===== src/rtl/la_pwrseq.sv =====
// la_pwrseq: power-domain sequencer driving staggered switch enables, isolation and domain reset.
//   clk        sequencer clock (always-on domain)
//   nreset     asynchronous active-low reset
//   req        1 = domain requested on, 0 = requested off
//   pwr_ack    power-good from the switched domain (asynchronous, synchronized here)
//   sw_en      thermometer-coded switch-group enables, bit k = group k
//   iso_en     1 = isolate domain outputs
//   dom_nreset active-low reset into the switched domain
//   on         domain powered, de-isolated and out of reset
//   busy       sequence in progress
//   err        power-up timeout, held until req drops
module la_pwrseq #(
    parameter int N       = 4,
    parameter int STAGGER = 8,
    parameter int TIMEOUT = 64,
    parameter int CW      = 8,
    parameter     PROP    = "DEFAULT"
) (
    input  logic         clk,
    input  logic         nreset,
    input  logic         req,
    input  logic         pwr_ack,
    output logic [N-1:0] sw_en,
    output logic         iso_en,
    output logic         dom_nreset,
    output logic         on,
    output logic         busy,
    output logic         err
);
    if (N < 1 || N > 16 || STAGGER < 1 || TIMEOUT < 1 || STAGGER >= 2**CW || TIMEOUT >= 2**CW) begin : g_bad_params
        $error("la_pwrseq(%s): parameter out of range", PROP);
    end

    typedef enum logic [3:0] {
        S_OFF, S_RAMP, S_WAIT_ACK, S_ISO_REL, S_ON, S_DRAIN, S_ISOLATE, S_SHUTDOWN, S_ERROR
    } state_t;

    state_t        state;
    logic [CW-1:0] cnt;
    logic [1:0]    ack_q;
    logic          ack_s;
    logic [N-1:0]  sw_step;

    assign ack_s   = ack_q[1];
    // next group on: shift a one in from the LSB, keeping the enables thermometer-coded
    assign sw_step = N'({sw_en, 1'b1});

    always_ff @(posedge clk or negedge nreset)
        if (!nreset) ack_q <= '0;
        else ack_q <= {ack_q[0], pwr_ack};

    always_ff @(posedge clk or negedge nreset) begin
        if (!nreset) begin
            state      <= S_OFF;
            cnt        <= '0;
            sw_en      <= '0;
            iso_en     <= 1'b1;
            dom_nreset <= 1'b0;
            on         <= 1'b0;
            busy       <= 1'b0;
            err        <= 1'b0;
        end else begin
            case (state)
                S_OFF:
                    if (req) begin
                        state <= (N == 1) ? S_WAIT_ACK : S_RAMP;
                        sw_en <= N'(1);
                        cnt   <= '0;
                        busy  <= 1'b1;
                    end
                S_RAMP:
                    if (!req) begin
                        state <= S_SHUTDOWN;
                        sw_en <= '0;
                    end else if (cnt == CW'(STAGGER - 1)) begin
                        sw_en <= sw_step;
                        cnt   <= '0;
                        if (&sw_step) state <= S_WAIT_ACK;
                    end else begin
                        cnt <= cnt + CW'(1);
                    end
                S_WAIT_ACK:
                    // abort beats acknowledge, acknowledge beats timeout
                    if (!req) begin
                        state <= S_SHUTDOWN;
                        sw_en <= '0;
                    end else if (ack_s) begin
                        state  <= S_ISO_REL;
                        iso_en <= 1'b0;
                    end else if (cnt == CW'(TIMEOUT - 1)) begin
                        state <= S_ERROR;
                        sw_en <= '0;
                        busy  <= 1'b0;
                        err   <= 1'b1;
                    end else begin
                        cnt <= cnt + CW'(1);
                    end
                S_ISO_REL: begin
                    state      <= S_ON;
                    dom_nreset <= 1'b1;
                    on         <= 1'b1;
                    busy       <= 1'b0;
                end
                S_ON:
                    if (!req) begin
                        state      <= S_DRAIN;
                        dom_nreset <= 1'b0;
                        on         <= 1'b0;
                        busy       <= 1'b1;
                    end
                S_DRAIN: begin
                    state  <= S_ISOLATE;
                    iso_en <= 1'b1;
                end
                S_ISOLATE: begin
                    state <= S_SHUTDOWN;
                    sw_en <= '0;
                end
                S_SHUTDOWN:
                    // the domain must report power lost before a new request is honoured
                    if (!ack_s) begin
                        state <= S_OFF;
                        busy  <= 1'b0;
                    end
                S_ERROR:
                    if (!req) begin
                        state <= S_OFF;
                        err   <= 1'b0;
                    end
                default: begin
                    state      <= S_OFF;
                    sw_en      <= '0;
                    iso_en     <= 1'b1;
                    dom_nreset <= 1'b0;
                    on         <= 1'b0;
                    busy       <= 1'b0;
                    err        <= 1'b0;
                end
            endcase
        end
    end

    a_iso: assert property (@(posedge clk) disable iff (!nreset)
        !iso_en |-> state inside {S_ISO_REL, S_ON, S_DRAIN});
    a_rst: assert property (@(posedge clk) disable iff (!nreset)
        dom_nreset |-> state == S_ON);
    a_therm: assert property (@(posedge clk) disable iff (!nreset)
        ((sw_en + N'(1)) & sw_en) == '0);
    a_on: assert property (@(posedge clk) disable iff (!nreset)
        on |-> &sw_en);
endmodule


===== config.mk =====
export PLATFORM = sky130hd
export DESIGN_NAME = la_pwrseq
export DESIGN_NICKNAME = d
export VERILOG_FILES = /design/src/rtl/la_pwrseq.sv
export SDC_FILE = /design/constraint.sdc
export NUM_CORES = 1
export LEC_CHECK = 0
export CORE_UTILIZATION = 50
export DETAILED_ROUTE_END_ITERATION = 10
export PLACE_DENSITY = 0.7
export SYNTH_ARGS = -nofsm -noshare
export SYNTH_HDL_FRONTEND = slang
export SYNTH_SLANG_ARGS = --single-unit

===== constraint.sdc =====
create_clock -name clk -period 2.15 [get_ports clk]
set_input_delay 0.645 -clock clk [delete_from_list [all_inputs] [get_ports clk]]
set_output_delay 0.645 -clock clk [all_outputs]
set_load 0.005 [all_outputs]

==> qor.yml <==
leakagePower_nw: 0.714
end_kind: "flop"
cts_buffers: 3
final_antenna_net_count: 0
postRouteWirelength_mm: 3.24
wl_per_cell_um: 14.6
synthTopCellsByArea: "dfrtp_1 (37%), o21ai_0 (7.7%), a21oi_1 (4.2%)"
multi_input_area_um2: 800
cts_hold_buf: 0
async_flop_share_pct: 100
grt_pass1_wl_mm: 5.87
core_area_um2: 2730
finalCritPeriodShare_pct: 94.8
numPortBuffers: 12
ctsHtreeMaxLevel: 1
cts_tree: "done"
nFillCells: 232
finalHoldViolations: 0
critPathMaxFanout: 4
hold_end: "ack_q[1]"
dpl.hpwl_mm: 2.44
clk_pin_slew_ns: 0.13
max_freq_mhz: 491
finalWeightedCongestion: 0.853
r2r_slack_ns: 0.19
synth_cell_type_count: 44
yosysSeqAreaShare_pct: 38.3
peakVddDrop_uv: 680
clock-sinks: 22
stdcell_area_um2: 1700
grt-ovfl-total: 0
grt_setup_unrepaired: "no"
drv_cap: 0
fin_nets: 197
path_class: "input port to flop"
die-area_um2: 3100
vias: 1341
ff_latch_area_um2: 552
relSlewSlack_pct: 74.7
hold_slack_ns: 0.362
r2r_end: "sw_en[0]"
first_iter_violations: 35
ys.flop_type: "dfrtp_1"
grt_max_degree: 23
post_synth.cell_area_avg_um2: 8.51
syn_area_um2: 1440
finalSetupViolCount: 0
drive_above_1_share_pct: 16.8
drcViolationCount: 0
start_kind: "input port"
min_path_type: "flop to flop"
antenna_found_initial: 0
min-delay-start: "ack_q[0]"
boundaryPins: 13
start_util_pct: 52.6
status: "finished, final reports clean"
syn2layout_area_growth_pct: 17.9
grtUsageTotal_pct: 23.4
reg2reg_from: "cnt[0]"
yosysMostFrequentCell: "o21ai_0"
p_per_area_nw_per_um2: 1220
cts_root_buffer: "clkbuf_4"
cts_max_path_buffers: 2
synth_seq_cells: 22
drt_first_pass_iters: 5
skew_ns: 0.00748
antennaDiodeCount: 0
yosysTopAreaCellShare_pct: 36.5
viasPerCell: 6.04
syn_nets: 174
die_x_um: 55.6
worst_ep_required_time_ns: 2.36
grt_pass1_vias: 1311
cp.arrival_ns: 2.24
std_cell_rows: 19
fin_crit_ns: 2.04
synth-edff-count: 0
r2r_cells: 6
hold_depth: 0
slew_violations: 0
placed_cell_area_um2: 1650
die_h_um: 55.6
synth_commonest_cells: "o21ai_0 (22), dfrtp_1 (21), nand2_1 (14), a21oi_1 (12), nor2_1 (12)"
synth-warning-count: 0
synth_area_leader_cell: "dfrtp_1"
netlist_instances: 169
worstMarginPinSlew_ns: 0.378
insertion_delay_ns: 0.31
## worst max-delay path by stage
stage | slack, ns | start | to
6_report | 0.11 | req | state[1]
5_1_grt | 0.03 | cnt[0] | sw_en[2]
4_1_cts | 0.05 | req | state[0]
3_5_place_dp | -0.28 | req | state[0]
3_3_place_gp | -0.15 | req | state[1]
2_1_floorplan | 0.22 | cnt[0] | sw_en[0]
## critical path, stage by stage
cell and delay, ns:
clkdlybuf4s50_1 0.44, nor3b_1 0.15, o21ai_0 0.27, nand3_1 0.13
or2_1 0.30, a211o_1 0.31
## power by group
| part | internal [mW] | switching, mW | total (mW) | leakage, nW |
|---|---|---|---|---|
| sequential | 0.510 | 0.103 | 0.613 | 0.285 |
| combinational | 0.572 | 0.649 | 1.22 | 0.408 |
| clock | 0.103 | 0.126 | 0.229 | 0.0210 |
| total | 1.19 | 0.878 | 2.06 | 0.714 |
## timing repair
item,CTS,global route
gates resized for setup,0,2
endpoints found under the setup margin,0,7
setup buffers,0,0
## layer usage
metal / GRT usage [%] / vias to the layer above / wire length, um
li1: - / 660 / -
met1: 31.5 / 646 / 1510
met2: 38.9 / 29 / 1570
met3: 2.56 / 6 / 87
met4: 9.29 / 0 / 68
met5: 0 / - / 0
## registers in the layout (all words and copies together), names as in the netlist
| register | count |
|---|---|
| cnt | 8 |
| state | 4 |
| sw_en | 4 |
| ack_q | 2 |
| busy | 1 |
| err | 1 |
| iso_en | 1 |
| on | 1 |
## area by class of cell
class	instances	share of cell area, %
multi-input cells	129	47.1
well taps	31	2.29
clock buffers	4	2.14
flip-flops and latches	22	32.5
inverters	8	1.77
repair buffers	28	14.2
## cell usage in the layout (no fill, tap or decap), drive strengths merged, types with 2 or more instances in the layout
cell type / n
o21ai: 23
dfrtp: 21
buf: 16
nand2: 14
a21oi: 12
nor2: 12
clkdlybuf4s50: 12
nand3: 10
inv: 8
nor3: 6
nor3b: 5
a211oi: 4
clkbuf: 4
and3: 4
nand2b: 3
o211ai: 3
mux2i: 3
or2: 3
nor2b: 2
nand4: 2
o22ai: 2
and2: 2
a31oi: 2
o2bb2ai: 2
a221oi: 2
## logic make-up (layout without fill, tap and decap cells)
logic type | count (synthesis) | count (layout) | share of synthesized area, %
AOI/OAI and AO/OA | 56 | 56 | 23.9
buffers and inverters | 18 | 40 | 6.70
muxes | 4 | 4 | 3.13
DFF | 22 | 22 | 38.3
adders and majority gates | 1 | 1 | 0.869
and+or+nand+nor | 68 | 68 | 27.0
## metrics by stage
stage / total power, mW / util, % / setup WS (ns) / setup TNS (ns) / cells
after global routing: 2.23 / 62.1 / 0.0269 / 0 / 222
after floorplan: 1.44 / - / 0.219 / 0 / 169
final: 2.06 / 62.1 / 0.112 / 0 / 222
after detailed placement: 1.82 / 60.4 / -0.277 / -1.36 / 218
after CTS: 2.06 / 61.7 / 0.0543 / 0 / 222
after global placement: 1.78 / 60.4 / -0.150 / -0.760 / 218
No activity file was read; power rests on OpenSTA's default activity.
